===== src/rtl/det_pkg.sv =====
// Shared types, sizes and address helper for the determinant elimination sequencer.
package det_pkg;

  localparam int MAX_DIM = 32;
  localparam int ADDR_W  = 10;
  localparam int SIZE_W  = 6;

  typedef enum logic [1:0] {
    OP_NOP    = 2'd0,
    OP_PIVOT  = 2'd1,
    OP_FACTOR = 2'd2,
    OP_UPDATE = 2'd3
  } op_code_e;

  typedef enum logic [2:0] {
    S_IDLE,
    S_ISSUE_PIVOT,
    S_ISSUE_FACTOR,
    S_ISSUE_UPDATE,
    S_DRAIN,
    S_DONE
  } seq_state_e;

  function automatic logic [ADDR_W-1:0] rowcol2addr(input logic [SIZE_W-1:0] r,
                                                    input logic [SIZE_W-1:0] c);
    return ADDR_W'(r) * ADDR_W'(MAX_DIM) + ADDR_W'(c);
  endfunction

  function automatic seq_state_e op2state(input op_code_e op);
    case (op)
      OP_PIVOT:  return S_ISSUE_PIVOT;
      OP_FACTOR: return S_ISSUE_FACTOR;
      OP_UPDATE: return S_ISSUE_UPDATE;
      default:   return S_IDLE;
    endcase
  endfunction

endpackage


===== src/rtl/det_loop_idx.sv =====
// k/i/j nested loop counter for the elimination order. Outputs describe the
// position that follows the current one, so the caller can register it on advance.
module det_loop_idx
  import det_pkg::*;
(
  input  logic              clk,
  input  logic              reset,
  input  logic              init,
  input  logic              advance,
  input  logic [SIZE_W-1:0] n,
  output logic [SIZE_W-1:0] nxt_k,
  output logic [SIZE_W-1:0] nxt_i,
  output logic [SIZE_W-1:0] nxt_j,
  output op_code_e          nxt_op,
  output logic              nxt_last
);

  logic [SIZE_W-1:0] n_q;
  logic [SIZE_W-1:0] n_m1;
  logic [SIZE_W-1:0] k;
  logic [SIZE_W-1:0] i;
  logic [SIZE_W-1:0] j;
  op_code_e          op;

  assign n_m1 = n_q - 1'b1;

  always_comb begin
    nxt_k  = k;
    nxt_i  = i;
    nxt_j  = j;
    nxt_op = op;
    case (op)
      OP_PIVOT: begin
        nxt_op = OP_FACTOR;
        nxt_i  = k + 1'b1;
      end
      OP_FACTOR: begin
        nxt_op = OP_UPDATE;
        nxt_j  = k + 1'b1;
      end
      OP_UPDATE: begin
        if (j != n_m1) begin
          nxt_j = j + 1'b1;
        end else if (i != n_m1) begin
          nxt_i  = i + 1'b1;
          nxt_op = OP_FACTOR;
        end else begin
          nxt_k  = k + 1'b1;
          nxt_op = OP_PIVOT;
        end
      end
      default: ;
    endcase
    nxt_last = (nxt_op == OP_PIVOT) && (nxt_k == n_m1);
  end

  always_ff @(posedge clk) begin
    if (reset) begin
      n_q <= '0;
      k   <= '0;
      i   <= '0;
      j   <= '0;
      op  <= OP_NOP;
    end else if (init) begin
      n_q <= n;
      k   <= '0;
      i   <= '0;
      j   <= '0;
      op  <= OP_PIVOT;
    end else if (advance) begin
      k  <= nxt_k;
      i  <= nxt_i;
      j  <= nxt_j;
      op <= nxt_op;
    end
  end

endmodule


===== src/rtl/det_elim_sequencer.sv =====
// Issues the PIVOT/FACTOR/UPDATE stream for Gaussian elimination, then drains and pulses done.
// Optional zero-pivot abort is enabled by defining DET_SEQ_PIVOT_ABORT_EN.
module det_elim_sequencer
  import det_pkg::*;
(
  input  logic              clk,
  input  logic              reset,
  input  logic              start,
  input  logic [SIZE_W-1:0] mxsize,
  output logic              busy,
  output logic              done,
  output logic              op_valid,
  input  logic              op_ready,
  output logic [1:0]        op_code,
  output logic [ADDR_W-1:0] op_addr_a,
  output logic [ADDR_W-1:0] op_addr_b,
  output logic              op_last,
  input  logic              dp_idle,
  input  logic              pivot_zero,
  output logic              singular
);

  seq_state_e        state;
  logic [SIZE_W-1:0] n_start;
  logic              start_ok;
  logic              issuing;
  logic              handshake;
  logic              advance;
  logic              abort;
  logic              singular_q;
  logic [SIZE_W-1:0] nxt_k;
  logic [SIZE_W-1:0] nxt_i;
  logic [SIZE_W-1:0] nxt_j;
  op_code_e          nxt_op;
  logic              nxt_last;
  logic [ADDR_W-1:0] nxt_addr_a;
  logic [ADDR_W-1:0] nxt_addr_b;

`ifdef DET_SEQ_PIVOT_ABORT_EN
  assign abort    = pivot_zero;
  assign singular = singular_q;
`else
  logic unused_abort_sigs;
  assign abort             = 1'b0;
  assign singular          = 1'b0;
  assign unused_abort_sigs = pivot_zero ^ singular_q;
`endif

  assign n_start   = (mxsize > SIZE_W'(MAX_DIM)) ? SIZE_W'(MAX_DIM) : mxsize;
  assign start_ok  = start && (state == S_IDLE);
  assign issuing   = state inside {S_ISSUE_PIVOT, S_ISSUE_FACTOR, S_ISSUE_UPDATE};
  assign handshake = issuing && op_valid && op_ready;
  assign advance   = handshake && !op_last && !abort;

  det_loop_idx u_loop_idx (
    .clk      (clk),
    .reset    (reset),
    .init     (start_ok),
    .advance  (advance),
    .n        (n_start),
    .nxt_k    (nxt_k),
    .nxt_i    (nxt_i),
    .nxt_j    (nxt_j),
    .nxt_op   (nxt_op),
    .nxt_last (nxt_last)
  );

  always_comb begin
    nxt_addr_a = rowcol2addr(nxt_k, nxt_k);
    nxt_addr_b = rowcol2addr(nxt_k, nxt_k);
    case (nxt_op)
      OP_FACTOR: nxt_addr_a = rowcol2addr(nxt_i, nxt_k);
      OP_UPDATE: begin
        nxt_addr_a = rowcol2addr(nxt_i, nxt_j);
        nxt_addr_b = rowcol2addr(nxt_k, nxt_j);
      end
      default: ;
    endcase
  end

  // The first op is always PIVOT(0,0), so it is loaded directly on start.
  always_ff @(posedge clk) begin
    if (reset) begin
      state      <= S_IDLE;
      busy       <= 1'b0;
      done       <= 1'b0;
      op_valid   <= 1'b0;
      op_code    <= OP_NOP;
      op_addr_a  <= '0;
      op_addr_b  <= '0;
      op_last    <= 1'b0;
      singular_q <= 1'b0;
    end else begin
      done <= 1'b0;
      case (state)
        S_IDLE: begin
          if (start_ok) begin
            busy       <= 1'b1;
            singular_q <= 1'b0;
            if (n_start == '0) begin
              state <= S_DRAIN;
            end else begin
              state     <= S_ISSUE_PIVOT;
              op_valid  <= 1'b1;
              op_code   <= OP_PIVOT;
              op_addr_a <= '0;
              op_addr_b <= '0;
              op_last   <= (n_start == SIZE_W'(1));
            end
          end
        end
        S_ISSUE_PIVOT, S_ISSUE_FACTOR, S_ISSUE_UPDATE: begin
          if (abort || (handshake && op_last)) begin
            state     <= S_DRAIN;
            op_valid  <= 1'b0;
            op_code   <= OP_NOP;
            op_addr_a <= '0;
            op_addr_b <= '0;
            op_last   <= 1'b0;
            if (abort) singular_q <= 1'b1;
          end else if (handshake) begin
            state     <= op2state(nxt_op);
            op_code   <= nxt_op;
            op_addr_a <= nxt_addr_a;
            op_addr_b <= nxt_addr_b;
            op_last   <= nxt_last;
          end
        end
        S_DRAIN: begin
          if (abort) singular_q <= 1'b1;
          if (dp_idle) begin
            state <= S_DONE;
            busy  <= 1'b0;
            done  <= 1'b1;
          end
        end
        S_DONE: state <= S_IDLE;
        default: state <= S_IDLE;
      endcase
    end
  end

endmodule


===== config.mk =====
export PLATFORM = sky130hd
export DESIGN_NAME = det_elim_sequencer
export DESIGN_NICKNAME = d
export VERILOG_FILES = /design/src/rtl/det_pkg.sv /design/src/rtl/det_loop_idx.sv /design/src/rtl/det_elim_sequencer.sv
export SDC_FILE = /design/constraint.sdc
export NUM_CORES = 1
export LEC_CHECK = 0
export ABC_AREA = 0
export BUFFER_PORTS_ARGS = -buffer_cell sky130_fd_sc_hd__buf_4
export CELL_PAD_IN_SITES_DETAIL_PLACEMENT = 0
export CELL_PAD_IN_SITES_GLOBAL_PLACEMENT = 1
export CORE_MARGIN = 2
export CORE_UTILIZATION = 32
export CTS_CLUSTER_DIAMETER = 200
export DETAILED_ROUTE_END_ITERATION = 10
export GPL_ROUTABILITY_DRIVEN = 0
export GPL_TIMING_DRIVEN = 0
export PLACE_DENSITY = 0.66
export SLEW_MARGIN = 20
export SYNTH_ARGS = -nofsm -noshare
export SYNTH_HDL_FRONTEND = slang
export SYNTH_SLANG_ARGS = --single-unit

===== constraint.sdc =====
create_clock -name clk -period 4 [get_ports clk]
set_clock_uncertainty 0.05 [all_clocks]
set_input_delay 0.4 -clock clk [delete_from_list [all_inputs] [get_ports clk]]
set_output_delay 0.4 -clock clk [all_outputs]
set_load 0.05 [all_outputs]

# ---- Word level (Yosys, flattened, before mapping)
# Cells that the tools add are included.
dict set report totals {
  ff_bits 55
  inputBits 12
  output_inout_bits 27
  elab_cells 117
}
dict set report op_classes {
  add_sub_neg 8
  order_cmp 1
  eq_ne 21
  mux 49
  bitwise 1
  reduce_logical 22
}
# op count
set ops {}
lappend ops {{10-bit two-way mux} 7}
lappend ops {{10-bit one-hot mux with 2 select lines} 3}
lappend ops {{6-bit two-way mux} 7}
lappend ops {{10-bit by 6-bit adder with 10-bit output} 4}
lappend ops {{6-bit one-hot mux with 2 select lines} 2}
lappend ops {{6-bit by 1-bit adder with 6-bit output (second input constant)} 3}
lappend ops {{3-bit two-way mux} 5}
lappend ops {{1-bit two-way mux} 12}
lappend ops {{2-bit two-way mux} 6}
lappend ops {{6-bit inequality test} 2}
lappend ops {{2-bit one-hot mux with 3 select lines} 2}
lappend ops {{4-bit AND reduction} 3}
lappend ops {{2-bit inequality test (second input constant)} 5}
lappend ops {{3-bit one-hot mux with 3 select lines} 1}
lappend ops {{2-bit == test (second input constant)} 4}
lappend ops {{2-bit nonzero test} 4}
lappend ops {{3-bit by 2-bit == test with 1-bit output (second input constant)} 2}
lappend ops {{6-bit by 1-bit == test with 1-bit output (second input constant)} 1}
lappend ops {{6-bit == test} 1}
lappend ops {{6-bit > comparator (second input constant)} 1}
lappend ops {{1-bit logical AND} 6}
lappend ops {{6-bit logical NOT} 1}
lappend ops {{1-bit one-hot mux with 2 select lines} 3}
lappend ops {{3-bit AND reduction} 2}
lappend ops {{13 further kinds} 15}

# ---- Logic depth before layout (Yosys ltp)
# Gate-level depths: netlist of the first run.
dict set report logic_depth {
  word_depth 10
  ltp_mapped 18
  depth_no_buf 16
}

# ---- By module
# A second synthesis of the first run with hierarchy kept.
dict set report hier_totals {
  cells_unflattened 488
  area_unflattened_um2 4040.1
}
# module n_inst cells_each area_each_um2 seq_area_each_um2
set by_module_without_submodules {}
lappend by_module_without_submodules {det_loop_idx 1 320 2423.6 520.5}
lappend by_module_without_submodules {det_elim_sequencer 1 168 1616.6 580.6}

# ---- Worst setup path before layout of the first run
# No wires, ideal clock.
dict set report synth_timing {
  path_kind {register to register}
  from {reg u_loop_idx.n_q[0]}
  to {reg op_addr_a[9]}
  arrival_time_ps 3515
  slack_ps 361
  path_stages_with_launch 17
  synth_period_minus_slack_ps 3639
  cell_sequence {dfxtp_1 -> buf_6 -> or3_1 -> buf_6 -> o31a_1 -> or4_4 -> a21oi_1 -> and2_1 -> buf_4 -> nor2b_4 -> buf_2 -> mux2_2 -> ha_1 -> ha_1 -> nand2_1 -> or4_1 -> a31oi_1}
}
dict set report synth_between {
  elab_chain_cells 10
  word_cells_on_any_way 23
  classes_between {add/sub: 4; eq/ne: 4; mux: 15}
}
# item line_no
set synth_lines {}
lappend synth_lines {{from (decl)} det_loop_idx.sv:18} ;# logic [SIZE_W-1:0] n_q;
lappend synth_lines {{from (signal assigned)} det_loop_idx.sv:65} ;# n_q <= n;
lappend synth_lines {{6-bit by 1-bit subtractor with 6-bit output *} det_loop_idx.sv:25} ;# assign n_m1 = n_q - 1'b1;
lappend synth_lines {{6-bit inequality test} det_loop_idx.sv:44} ;# end else if (i != n_m1) begin
lappend synth_lines {{6-bit two-way mux / 2-bit two-way mux (equally long branches)} det_loop_idx.sv:44}
lappend synth_lines {{6-bit two-way mux / 2-bit two-way mux (equally long branches)} det_loop_idx.sv:42} ;# if (j != n_m1) begin
lappend synth_lines {{6-bit one-hot mux with 2 select lines, or another cell as far along} det_loop_idx.sv:32} ;# case (op)
lappend synth_lines {{10-bit by 6-bit adder with 10-bit output / 2-bit == test (equally long branches)} -}
lappend synth_lines {{10-bit one-hot mux with 2 select lines *} det_elim_sequencer.sv:71} ;# case (nxt_op)
lappend synth_lines {{10-bit two-way mux *} det_elim_sequencer.sv:121} ;# end else if (handshake) begin
lappend synth_lines {{10-bit two-way mux *} det_elim_sequencer.sv:113} ;# if (abort || (handshake && op_last)) begin
lappend synth_lines {{10-bit one-hot mux with 2 select lines *} det_elim_sequencer.sv:95} ;# case (state)
lappend synth_lines {{to (signal assigned)} det_elim_sequencer.sv:124} ;# op_addr_a <= nxt_addr_a;
lappend synth_lines {{to (decl)} det_elim_sequencer.sv:15} ;# output logic [ADDR_W-1:0] op_addr_a,
# Mark *: on every way between the ends. The rest lies on a longest branch, timed or not. The select of a mux whose other input is x is not followed.
# A chain may end at the register's enable or synchronous reset.

# ---- Final worst setup path of the first run
dict set report layout_timing {
  from {reg u_loop_idx.n_q[0]}
  to {reg op_addr_a[9]}
}
dict set report layout_between {
  elab_chain_cells 10
  word_cells_on_any_way 23
  classes_between {add/sub: 4; eq/ne: 4; mux: 15}
}
# item line_no
set layout_lines {}
lappend layout_lines {{6-bit by 1-bit subtractor with 6-bit output *} det_loop_idx.sv:25}
lappend layout_lines {{6-bit inequality test} det_loop_idx.sv:44}
lappend layout_lines {{6-bit two-way mux} det_loop_idx.sv:44}
lappend layout_lines {{6-bit two-way mux *} det_loop_idx.sv:42}
lappend layout_lines {{6-bit two-way mux *} det_loop_idx.sv:32}
lappend layout_lines {{via nxt_k[5]} det_elim_sequencer.sv:31} ;# logic [SIZE_W-1:0] nxt_k;
lappend layout_lines {{10-bit by 6-bit adder with 10-bit output} det_pkg.sv:26} ;# return ADDR_W'(r) * ADDR_W'(MAX_DIM) + ADDR_W'(c);
lappend layout_lines {{10-bit one-hot mux with 2 select lines *} det_elim_sequencer.sv:71}
lappend layout_lines {{10-bit two-way mux *} det_elim_sequencer.sv:121}
lappend layout_lines {{10-bit two-way mux *} det_elim_sequencer.sv:113}
lappend layout_lines {{10-bit one-hot mux with 2 select lines *} det_elim_sequencer.sv:95}
# Mark *: on every way through the listed nets, which the timed path passes. The rest lies on a longest branch. The select of a mux whose other input is x is not followed.

==> run summary, run 1 <==
Setup-failing EPs final: 0
Drt total wl: 11500 um
Asr flop ratio synth: 0%
Final hold vios: 0
Pin count of the biggest net entering global routing: 19
Sequential power share: 42.6%
Core Area: 10900 sq um
Buffers on Ports: 35
First-pass GRT wire length: 18100 um
Slew @ Worst Pin: 1030 ps
Arr. time, crit path: 4070 ps
# H-tree levels: 2
Critical Path RT: 4180 ps
Hold path start: dp_idle
Top-count cell post-synth: nor2_1
Syn Nets: 483
Post-layout min period: 3890 ps
Hold depth: 3
Synth area leader: dfxtp_1
Reg clk slew, reported paths: 80 ps
Status: finished clean
Cell Pwr Density: 293 nW/um^2
Final antenna-violating net count: 0
Synth top cells by count: nor2_1, dfxtp_1, nand2_1
Yosys warns: 0
Row count: 38
GRT Util Overall: 18.3%
Multi-input logic area: 2470 sq um
DR vias: 3599
Worst setup path startpoint: u_loop_idx.n_q[0]
Root Buffer: clkbuf_16
Fin. max-slew vios: 0
WL per Instance: 17.4 um
Mapped Cells: 461
GR Overflow Total: 0
Boundary Pins: 39
Lkg Pwr: 1.72 nW
Worst reg2reg startpoint: u_loop_idx.n_q[0]
Vias per cell: 5.42
CTS Buf Count: 5
Layout area overhead: 25.1%
Final Cycle Share: 97.1%
CP cell instances: buf_6 > or3_1 > buf_6 > o31a_1 > or4_4 > a21oi_4 > and2_4 > buf_8 > nand2_2 > xnor2_2 > mux2_4 > ha_4 > ha_4 > nand2_2 > or4_4 > a31oi_1
Number of nets in the layout: 545
Gate power share: 17.7%
Clock share of power: 39.7%
Net Sw Frac: 29.4%
Residual DRC count: 0
Reg2reg path depth: 16
Antenna Cells: 0
Critical path launch point type: flop
Slowest cell on crit path: or4_4
Crit path max fanout: 7
Final core occ: 41.5%
Die X: 111 um
Top FF cell, synth: dfxtp_1
Top cells by area, synth: dfxtp_1, nor2_1, xnor2_1
Yosys reg bits: 55
Die Span Y: 111 um
CTS Buffer Depth: 2
Clock sinks: 55
CTS tree: built
Initial core utilization: 33.2%
Int Pwr: 0.939 mW
Tightest Hold Check Type: input pin to flop
Clk_lat worst skew: 310 ps
Crit path kind: flop to flop
WHS: 323 ps
Initial antenna violation count: 0
Final HPWL DP: 8750 um
MaxCap Viol Count: 0
Synth top area share: 30.3%
Peak VDD IR: 0.145 mV
Fraction of layout cells with a size suffix above 1: 20.6%
Post-Syn Area per Cell: 7.87 sq um
P_sw: 0.391 mW
Initial DRT Pass Iterations: 4
Post-Synthesis Cell Area: 3630 sq um
DR iter-0 viols: 210
Yosys cell types: 67
Die area: 12200 sq um
Highest clock rate: 257 MHz
EDFF count, synth: 0
Share of the yosys chip area belonging to registers: 30.3%
Worst Setup End Kind: flop
Max transition margin: 31.0%
Register Area: 1100 sq um
Vias in the first global route: 3368
Slowest stage delay, CP: 590 ps
Fillcell total: 1151
-- critical path: cells and delay by family, from the launching register on --
family / cells / cell delay [ps]
multiplexers: 1 / 200
buffers and inverters: 3 / 390
AND/OR/NAND/NOR: 6 / 1720
AO/OA/AOI/OAI: 3 / 600
flip-flops: 1 / 320
adder cells (fa/ha/maj): 2 / 290
XOR/XNOR: 1 / 220
-- metrics by stage --
| step | power, mW | instance area, sq um | TNS, ps | setup WS (ps) | std cells |
|---|---|---|---|---|---|
| 3_5_place_dp | 0.795 | 4070 | -498 | -200 | 636 |
| 2_1_floorplan | 0.734 | 3630 | 0 | 361 | 461 |
| 3_3_place_gp | 0.793 | 4070 | -553 | -218 | 636 |
| 6_report | 1.33 | 4540 | 0 | 115 | 664 |
| 4_1_cts | 1.33 | 4280 | 0 | 29.3 | 645 |
| 5_1_grt | 1.37 | 4540 | -40.8 | -27.6 | 664 |
-- power by group through the flow --
stage	Clock, mW	Sequential (mW)	Combinational (mW)
finish	0.528	0.567	0.235
global route	0.551	0.568	0.256
CTS	0.538	0.567	0.220
detailed placement	0	0.579	0.216
global placement	0	0.579	0.214
floorplan	0	0.593	0.141
-- cells by family (layout without fill, tap and decap cells) --
| logic type | Yosys count | count (layout) | share of synthesized area (%) |
|---|---|---|---|
| AOI/OAI and AO/OA | 112 | 112 | 21.8 |
| xor gates and xnor gates | 43 | 43 | 10.8 |
| adders and majority gates | 10 | 10 | 3.45 |
| buffers and inverters | 44 | 107 | 5.27 |
| DFF | 55 | 55 | 30.3 |
| muxes | 12 | 12 | 3.45 |
| other | 1 | 1 | 0.103 |
| and+or+nand+nor | 184 | 184 | 24.9 |
-- metal layers --
metal  up-vias  GRT usage [%]  routed length [um]
met3        18           2.96                 437
li1       1765              -                   -
met2        72           30.1                5380
met1      1744           24.8                5540
met4         0           5.00                 169
met5         -              0                   0
-- final timing paths --
path | to | slack, ps
worst min-delay path | done | 320
worst max register to register | op_addr_a[9] | 110
worst min register to register | op_addr_b[0] | 410
worst max-delay path | op_addr_a[9] | 110
-- cells in the final DEF (no fill, tap or decap), drive strengths merged, types with 9 or more instances in the layout --
| cell type | Yosys | layout |
|---|---|---|
| nor2 | 57 | 57 |
| a211oi | 9 | 9 |
| inv | 12 | 13 |
| dfxtp | 55 | 55 |
| a21oi | 38 | 38 |
| nor3 | 15 | 15 |
| o21ai | 11 | 11 |
| clkbuf | 22 | 27 |
| nand3 | 14 | 14 |
| buf | 9 | 64 |
| xor2 | 17 | 17 |
| nand2 | 52 | 52 |
| xnor2 | 26 | 26 |
| ha | 10 | 10 |
-- area by class of cell --
class                      count  area share (%)
clock inverter                 3            1.02
timing repair buffer          55            9.09
clock buffer                   5            2.76
buffer                        31            3.44
multi-input combinational    362            54.5
sequential                    55            24.3
tap                          140            3.86
inverter                      13            1.07
-- state kept, by name, indices dropped and copies added, names as in the netlist --
signal	cells
u_loop_idx.i	6
u_loop_idx.k	6
u_loop_idx.j	6
done	1
u_loop_idx.op	2
op_code	2
busy	1
op_addr_b	10
state	3
op_last	1
op_valid	1
op_addr_a	10
u_loop_idx.n_q	6
-- repair_timing --
action / CTS / global route
buffers inserted: 1 / 19
hold buffers: 0 / 0
endpoints found under the hold margin: 0 / 0
endpoints found under the setup margin: 4 / 7
pin swaps: 1 / 15
cloned: 0 / 0
resized for setup: 5 / 27
(Power assumes the default switching activity.)
==> run 2, diff against run 1 <==
--- a/config.mk
+++ b/config.mk
@@ -9,6 +9,7 @@
 export BUFFER_PORTS_ARGS = -buffer_cell sky130_fd_sc_hd__buf_4
 export CELL_PAD_IN_SITES_DETAIL_PLACEMENT = 0
 export CELL_PAD_IN_SITES_GLOBAL_PLACEMENT = 1
+export CORE_ASPECT_RATIO = 1.75
 export CORE_MARGIN = 2
 export CORE_UTILIZATION = 32
 export CTS_CLUSTER_DIAMETER = 200
==> constraint.sdc (replaced) <==
create_clock -name clk -period 4.7 [get_ports clk]
set_clock_uncertainty 0.05 [all_clocks]
set_input_delay 0.47 -clock clk [delete_from_list [all_inputs] [get_ports clk]]
set_output_delay 0.47 -clock clk [all_outputs]
set_load 0.05 [all_outputs]
==> run 2 against run 1 <==
- cell area down 6.9%
- worst setup slack better by 400 ps
- combinational power fell by 22%
- hold slack improved by 61 ps
- global-route usage rose by 0.89 points
- total power fell by 17%
- critical endpoint unchanged
- largest cell class unchanged
==> run summary, run 2 (synthesis results as in run 1) <==
Max transition margin: 39.2% (+8.3 points)
Critical Path RT: 4880 ps (+700 ps)
Row count: 51 (+34%)
GRT Util Overall: 19.2% (+0.89 points)
Buffers on Ports: 35 (unchanged)
DR iter-0 viols: 228 (+8.6%)
Post-layout min period: 4180 ps (+299 ps)
Final hold vios: 0 (unchanged)
Root Buffer: clkbuf_16
Slowest cell on crit path: nor3b_1
GR Overflow Total: 0 (unchanged)
Post-Layout Cell Count: 636 (-4.2%)
Die X: 84.5 um (-24%)
Core Area: 11100 sq um (+1.5%)
Drt total wl: 11700 um (+1.4%)
DR vias: 3463 (-3.8%)
Post-CTS Setup Bufs: 0 (-1)
CTS Buf Count: 5 (unchanged)
Final core occ: 38.1% (-3.5 points)
Initial DRT Pass Iterations: 4 (unchanged)
Initial antenna violation count: 0 (unchanged)
Highest clock rate: 239 MHz (-7.2%)
RSZ-0062 raised after global routing: false
Fin area: 4230 sq um (-6.9%)
CP cell instances: buf_6 > inv_1 > ha_1 > nor3b_1 > xnor2_1 > nand4_2 > a211oi_2 > a21oi_1 > nor2b_4 > buf_2 > mux2_2 > ha_1 > ha_1 > nand2_1 > or4_1 > a31oi_1
Vias in the first global route: 3333 (-1.0%)
Final Cycle Share: 89.0% (-8.1 points)
Clock sinks: 55 (unchanged)
Crit path kind: flop to flop
Initial core utilization: 32.7% (-0.50 points)
Reg clk slew, reported paths: 80 ps (about the same)
Worst Setup End Kind: flop
Commonest non-fill, non-tap cell in the layout: nor2_1
Post-Place Cells: 628 (-1.3%)
Fin. max-slew vios: 0 (unchanged)
Status: finished clean
Slew @ Worst Pin: 905 ps (-123 ps)
Die Span Y: 145 um (+31%)
Layout area overhead: 16.4%
Setup TNS: 0 ps (unchanged)
Pin count of the biggest net entering global routing: 18 (-1)
Largest delay share family, worst path: simple AND/OR/NAND/NOR gates
CP bufs+invs: 3 (unchanged)
Vias per cell: 5.44 (+0.46%)
CTS Buffer Depth: 2 (unchanged)
Final HPWL DP: 9200 um (+5.2%)
Most used cell, CP: ha_1
WL per Instance: 18.4 um (+5.9%)
Cell Pwr Density: 262 nW/um^2 (-10%)
WHS: 385 ps (+61.4 ps)
Antenna Cells: 0 (unchanged)
MaxCap Viol Count: 0 (unchanged)
Most frequent cells in the layout: nor2_1, dfxtp_1, nand2_1
Clk_lat worst skew: 300 ps (about the same)
Tightest Hold Check Type: input pin to flop
Lkg Pwr: 1.58 nW (-8.4%)
Die area: 12200 sq um (+0.27%)
Boundary Pins: 39 (unchanged)
CTS tree: built
Top Registers: op_addr_a: 10 flops, op_addr_b: 10 flops
Cts hold-fix bufs: 0 (unchanged)
# H-tree levels: 2 (unchanged)
Number of gates resized after CTS: 0 (-5)
Critical path launch point type: flop
Area after DPL: 4060 sq um (-0.25%)
Fraction of layout cells with a size suffix above 1: 13.3% (-7.3 points)
Final antenna-violating net count: 0 (unchanged)
Peak VDD IR: 0.126 mV (-13%)
Residual DRC count: 0 (unchanged)
Setup-failing EPs final: 0 (unchanged)
Slowest stage delay, CP: 500 ps (-90 ps)
Number of nets in the layout: 525 (-3.7%)
Arr. time, crit path: 4370 ps (+300 ps)
Crit path max fanout: 10 (+3)
Fillcell total: 1215 (+5.6%)
First-pass GRT wire length: 18100 um (about the same)
[run 2: power breakdown]
part	total (mW)	switching, mW	internal [mW]	leakage [nW]
Clock	0.443	0.189	0.255	0.0815
Sequential	0.482	0.00745	0.474	0.445
Combinational	0.183	0.120	0.0628	1.05
[run 2: per-layer routing]
| layer | GRT usage [%] | wire (um) | vias to the layer above |
|---|---|---|---|
| li1 | - | - | 1716 |
| met1 | 20.8 | 4550 | 1634 |
| met2 | 35.5 | 6180 | 88 |
| met3 | 2.38 | 379 | 25 |
| met4 | 11.0 | 584 | 0 |
| met5 | 0 | 0 | - |
[run 2: per-stage QoR]
stage	power, mW	worst slack (ps)
2_1_floorplan	0.624	1060
3_3_place_gp	0.676	537
3_5_place_dp	0.676	518
4_1_cts	1.12	489
5_1_grt	1.16	99.2
6_report	1.11	515
[run 2: path summary, 6_finish.rpt]
kind | cells after the start | endpoint | start | slack [ps]
setup / recovery | 16 | op_addr_a[9] | u_loop_idx.n_q[0] | 520
hold / removal | 3 | done | dp_idle | 380
setup reg to reg | 16 | op_addr_a[9] | u_loop_idx.n_q[0] | 520
hold reg to reg | 2 | op_code[1] | op_code[1] | 410
[run 2: cell type report]
class / instances / area [sq um] / area share [%]
Inverter: 13 / 48.8 / 1.15
Sequential cell: 55 / 1100 / 26.1
Tap cell: 132 / 165 / 3.91
Timing Repair Buffer: 35 / 263 / 6.22
Clock inverter: 2 / 38.8 / 0.918
Buffer: 31 / 143 / 3.38
Clock buffer: 6 / 129 / 3.05
Multi-Input combinational cell: 362 / 2340 / 55.3
[run 2: worst reg2reg max path: stages, from the launching register on]
cell and delay, ps:
dfxtp_1 310, buf_6 130, inv_1 50, ha_1 200, nor3b_1 500, xnor2_1 210
nand4_2 260, a211oi_2 410, a21oi_1 240, nor2b_4 210, buf_2 210, mux2_2 260
ha_1 170, ha_1 200, nand2_1 70, or4_1 460, a31oi_1 160
==> run 3, diff against run 2 <==
--- a/config.mk
+++ b/config.mk
@@ -6,17 +6,17 @@
 export NUM_CORES = 1
 export LEC_CHECK = 0
 export ABC_AREA = 0
-export BUFFER_PORTS_ARGS = -buffer_cell sky130_fd_sc_hd__buf_4
+export BUFFER_PORTS_ARGS = -buffer_cell sky130_fd_sc_hd__buf_2
 export CELL_PAD_IN_SITES_DETAIL_PLACEMENT = 0
 export CELL_PAD_IN_SITES_GLOBAL_PLACEMENT = 1
 export CORE_ASPECT_RATIO = 1.75
 export CORE_MARGIN = 2
-export CORE_UTILIZATION = 32
+export CORE_UTILIZATION = 30
 export CTS_CLUSTER_DIAMETER = 200
 export DETAILED_ROUTE_END_ITERATION = 10
 export GPL_ROUTABILITY_DRIVEN = 0
 export GPL_TIMING_DRIVEN = 0
-export PLACE_DENSITY = 0.66
+export PLACE_DENSITY = 0.63
 export SLEW_MARGIN = 20
 export SYNTH_ARGS = -nofsm -noshare
 export SYNTH_HDL_FRONTEND = slang
==> run 3 against run 2 <==
- non-clock buffer count unchanged
- combinational power about the same
- critical path depth unchanged
- largest power group unchanged
- clock power about the same
- first-iteration DRC count down 42%
- maximum frequency down 0.46%
- highest routed layer unchanged
- largest cell class unchanged
- worst setup slack worse by 19 ps
- core utilization down 3.3 points
- cell area down 1.9%
==> run summary, run 3 (synthesis results as in run 1) <==
Tightest Hold Check Type: input pin to flop
Fillcell total: 1311 (+7.9%)
Pin count of the biggest net entering global routing: 18 (unchanged)
Row count: 53 (+3.9%)
Final hold vios: 0 (unchanged)
Post-layout min period: 4200 ps (+19.4 ps)
Root Buffer: clkbuf_16
Pre-CTS setup slack: 542 ps (+24.1 ps)
Fraction of layout cells with a size suffix above 1: 13.3% (unchanged)
CTS Buffer Depth: 2 (unchanged)
WHS: 386 ps (+1.71 ps)
Initial antenna violation count: 0 (unchanged)
Vias per cell: 5.38 (-1.2%)
Peak VDD IR: 0.149 mV (+18%)
Fin area: 4140 sq um (-1.9%)
Core Area: 11900 sq um (+7.5%)
Cell Pwr Density: 267 nW/um^2 (+1.8%)
Critical path launch point type: flop
Setup-failing EPs final: 0 (unchanged)
Highest clock rate: 238 MHz (-0.46%)
Arr. time, crit path: 4390 ps (+20 ps)
Slew @ Worst Pin: 907 ps (+2.34 ps)
Max transition margin: 39.1% (-0.16 points)
Final antenna-violating net count: 0 (unchanged)
Cts hold-fix bufs: 0 (unchanged)
RSZ-0062 raised after global routing: false
Final core occ: 34.7% (-3.3 points)
WL per Instance: 18.9 um (+2.9%)
GRT Util Overall: 19.2% (+0.024 points)
Boundary Pins: 39 (unchanged)
Clock sinks: 55 (unchanged)
Status: finished clean
Crit path max fanout: 10 (unchanged)
CTS Buf Count: 5 (unchanged)
Lkg Pwr: 1.57 nW (-0.40%)
Residual DRC count: 0 (unchanged)
Vias in the first global route: 3438 (+3.2%)
Worst Setup End Kind: flop
Buffers on Ports: 35 (unchanged)
DR vias: 3447 (-0.46%)
Post-CTS Setup Bufs: 0 (unchanged)
GR Overflow Total: 0 (unchanged)
Setup TNS: 0 ps (unchanged)
Final Cycle Share: 89.4% (+0.41 points)
Critical Path RT: 4880 ps (about the same)
Crit path kind: flop to flop
Setup WS post-layout: 496 ps (-19.4 ps)
Number of gates resized after CTS: 0 (unchanged)
First-pass GRT wire length: 19000 um (+4.9%)
Clk_lat worst skew: 310 ps (about the same)
Fin. max-slew vios: 0 (unchanged)
Die X: 87.2 um (+3.1%)
Die area: 13000 sq um (+6.4%)
DR iter-0 viols: 133 (-42%)
Initial DRT Pass Iterations: 4 (unchanged)
Top Registers: op_addr_a: 10 flops, op_addr_b: 10 flops
Reg clk slew, reported paths: 80 ps (about the same)
CTS tree: built
Initial core utilization: 30.4% (-2.3 points)
Commonest non-fill, non-tap cell in the layout: nor2_1
Die Span Y: 150 um (+3.2%)
MaxCap Viol Count: 0 (unchanged)
Antenna Cells: 0 (unchanged)
Layout area overhead: 14.2%
Most frequent cells in the layout: nor2_1, dfxtp_1, nand2_1
Number of nets in the layout: 525 (unchanged)
Area after DPL: 3980 sq um (-2.0%)
Drt total wl: 12100 um (+3.7%)
# H-tree levels: 2 (unchanged)
Final HPWL DP: 9560 um (+3.9%)
## run 3: cell counts in the layout (fill, tap and decap cells not counted)
No cell type changed its count.
## run 3: path summary, 6_finish.rpt
| check | to | cells past startpoint | slack (ps) | start |
|---|---|---|---|---|
| worst max-delay path | op_addr_a[9] | 16 | 500 | u_loop_idx.n_q[0] |
| worst min-delay path | done | 3 | 390 | dp_idle |
| worst max register to register | op_addr_a[9] | 16 | 500 | u_loop_idx.n_q[0] |
| worst min register to register | op_addr_a[2] | 2 | 410 | op_addr_a[2] |
## run 3: area by class of cell
type / instances / area (sq um) / share of cell area [%]
Tap cell: 137 / 171 / 4.14
Sequential cell: 55 / 1100 / 26.6
Buffer: 31 / 143 / 3.44
Clock inverter: 2 / 38.8 / 0.936
Inverter: 13 / 48.8 / 1.18
Multi-Input combinational cell: 362 / 2340 / 56.4
Timing Repair Buffer: 35 / 175 / 4.23
Clock buffer: 6 / 129 / 3.11
## run 3: metrics by stage
step                std cells  power (mW)
finish                    641        1.11
global route              641        1.15
CTS                       641        1.13
detailed placement        633       0.674
floorplan                 461       0.624
global placement          633       0.672
## run 3: critical path, cell delays in order, from the launching register on
cell      delay (ps)
dfxtp_1          310
buf_6            130
inv_1             50
ha_1             210
nor3b_1          450
xnor2_1          200
nand4_2          260
a211oi_2         490
a21oi_1          260
nor2b_4          210
buf_2            190
mux2_2           240
ha_1             190
ha_1             200
nand2_1           70
or4_1            470
a31oi_1          170
## run 3: report_power, final
part	internal [mW]	switching (mW)	total, mW
Combinational	0.0586	0.122	0.181
Sequential	0.475	0.00689	0.481
Clock	0.254	0.189	0.444
Total	0.788	0.318	1.11
## run 3: routing by layer
layer / track usage (%) / wire length, um
met3: 2.32 / 277
met4: 11.5 / 754
met5: 0 / 0
met1: 20.5 / 4620
met2: 35.0 / 6470
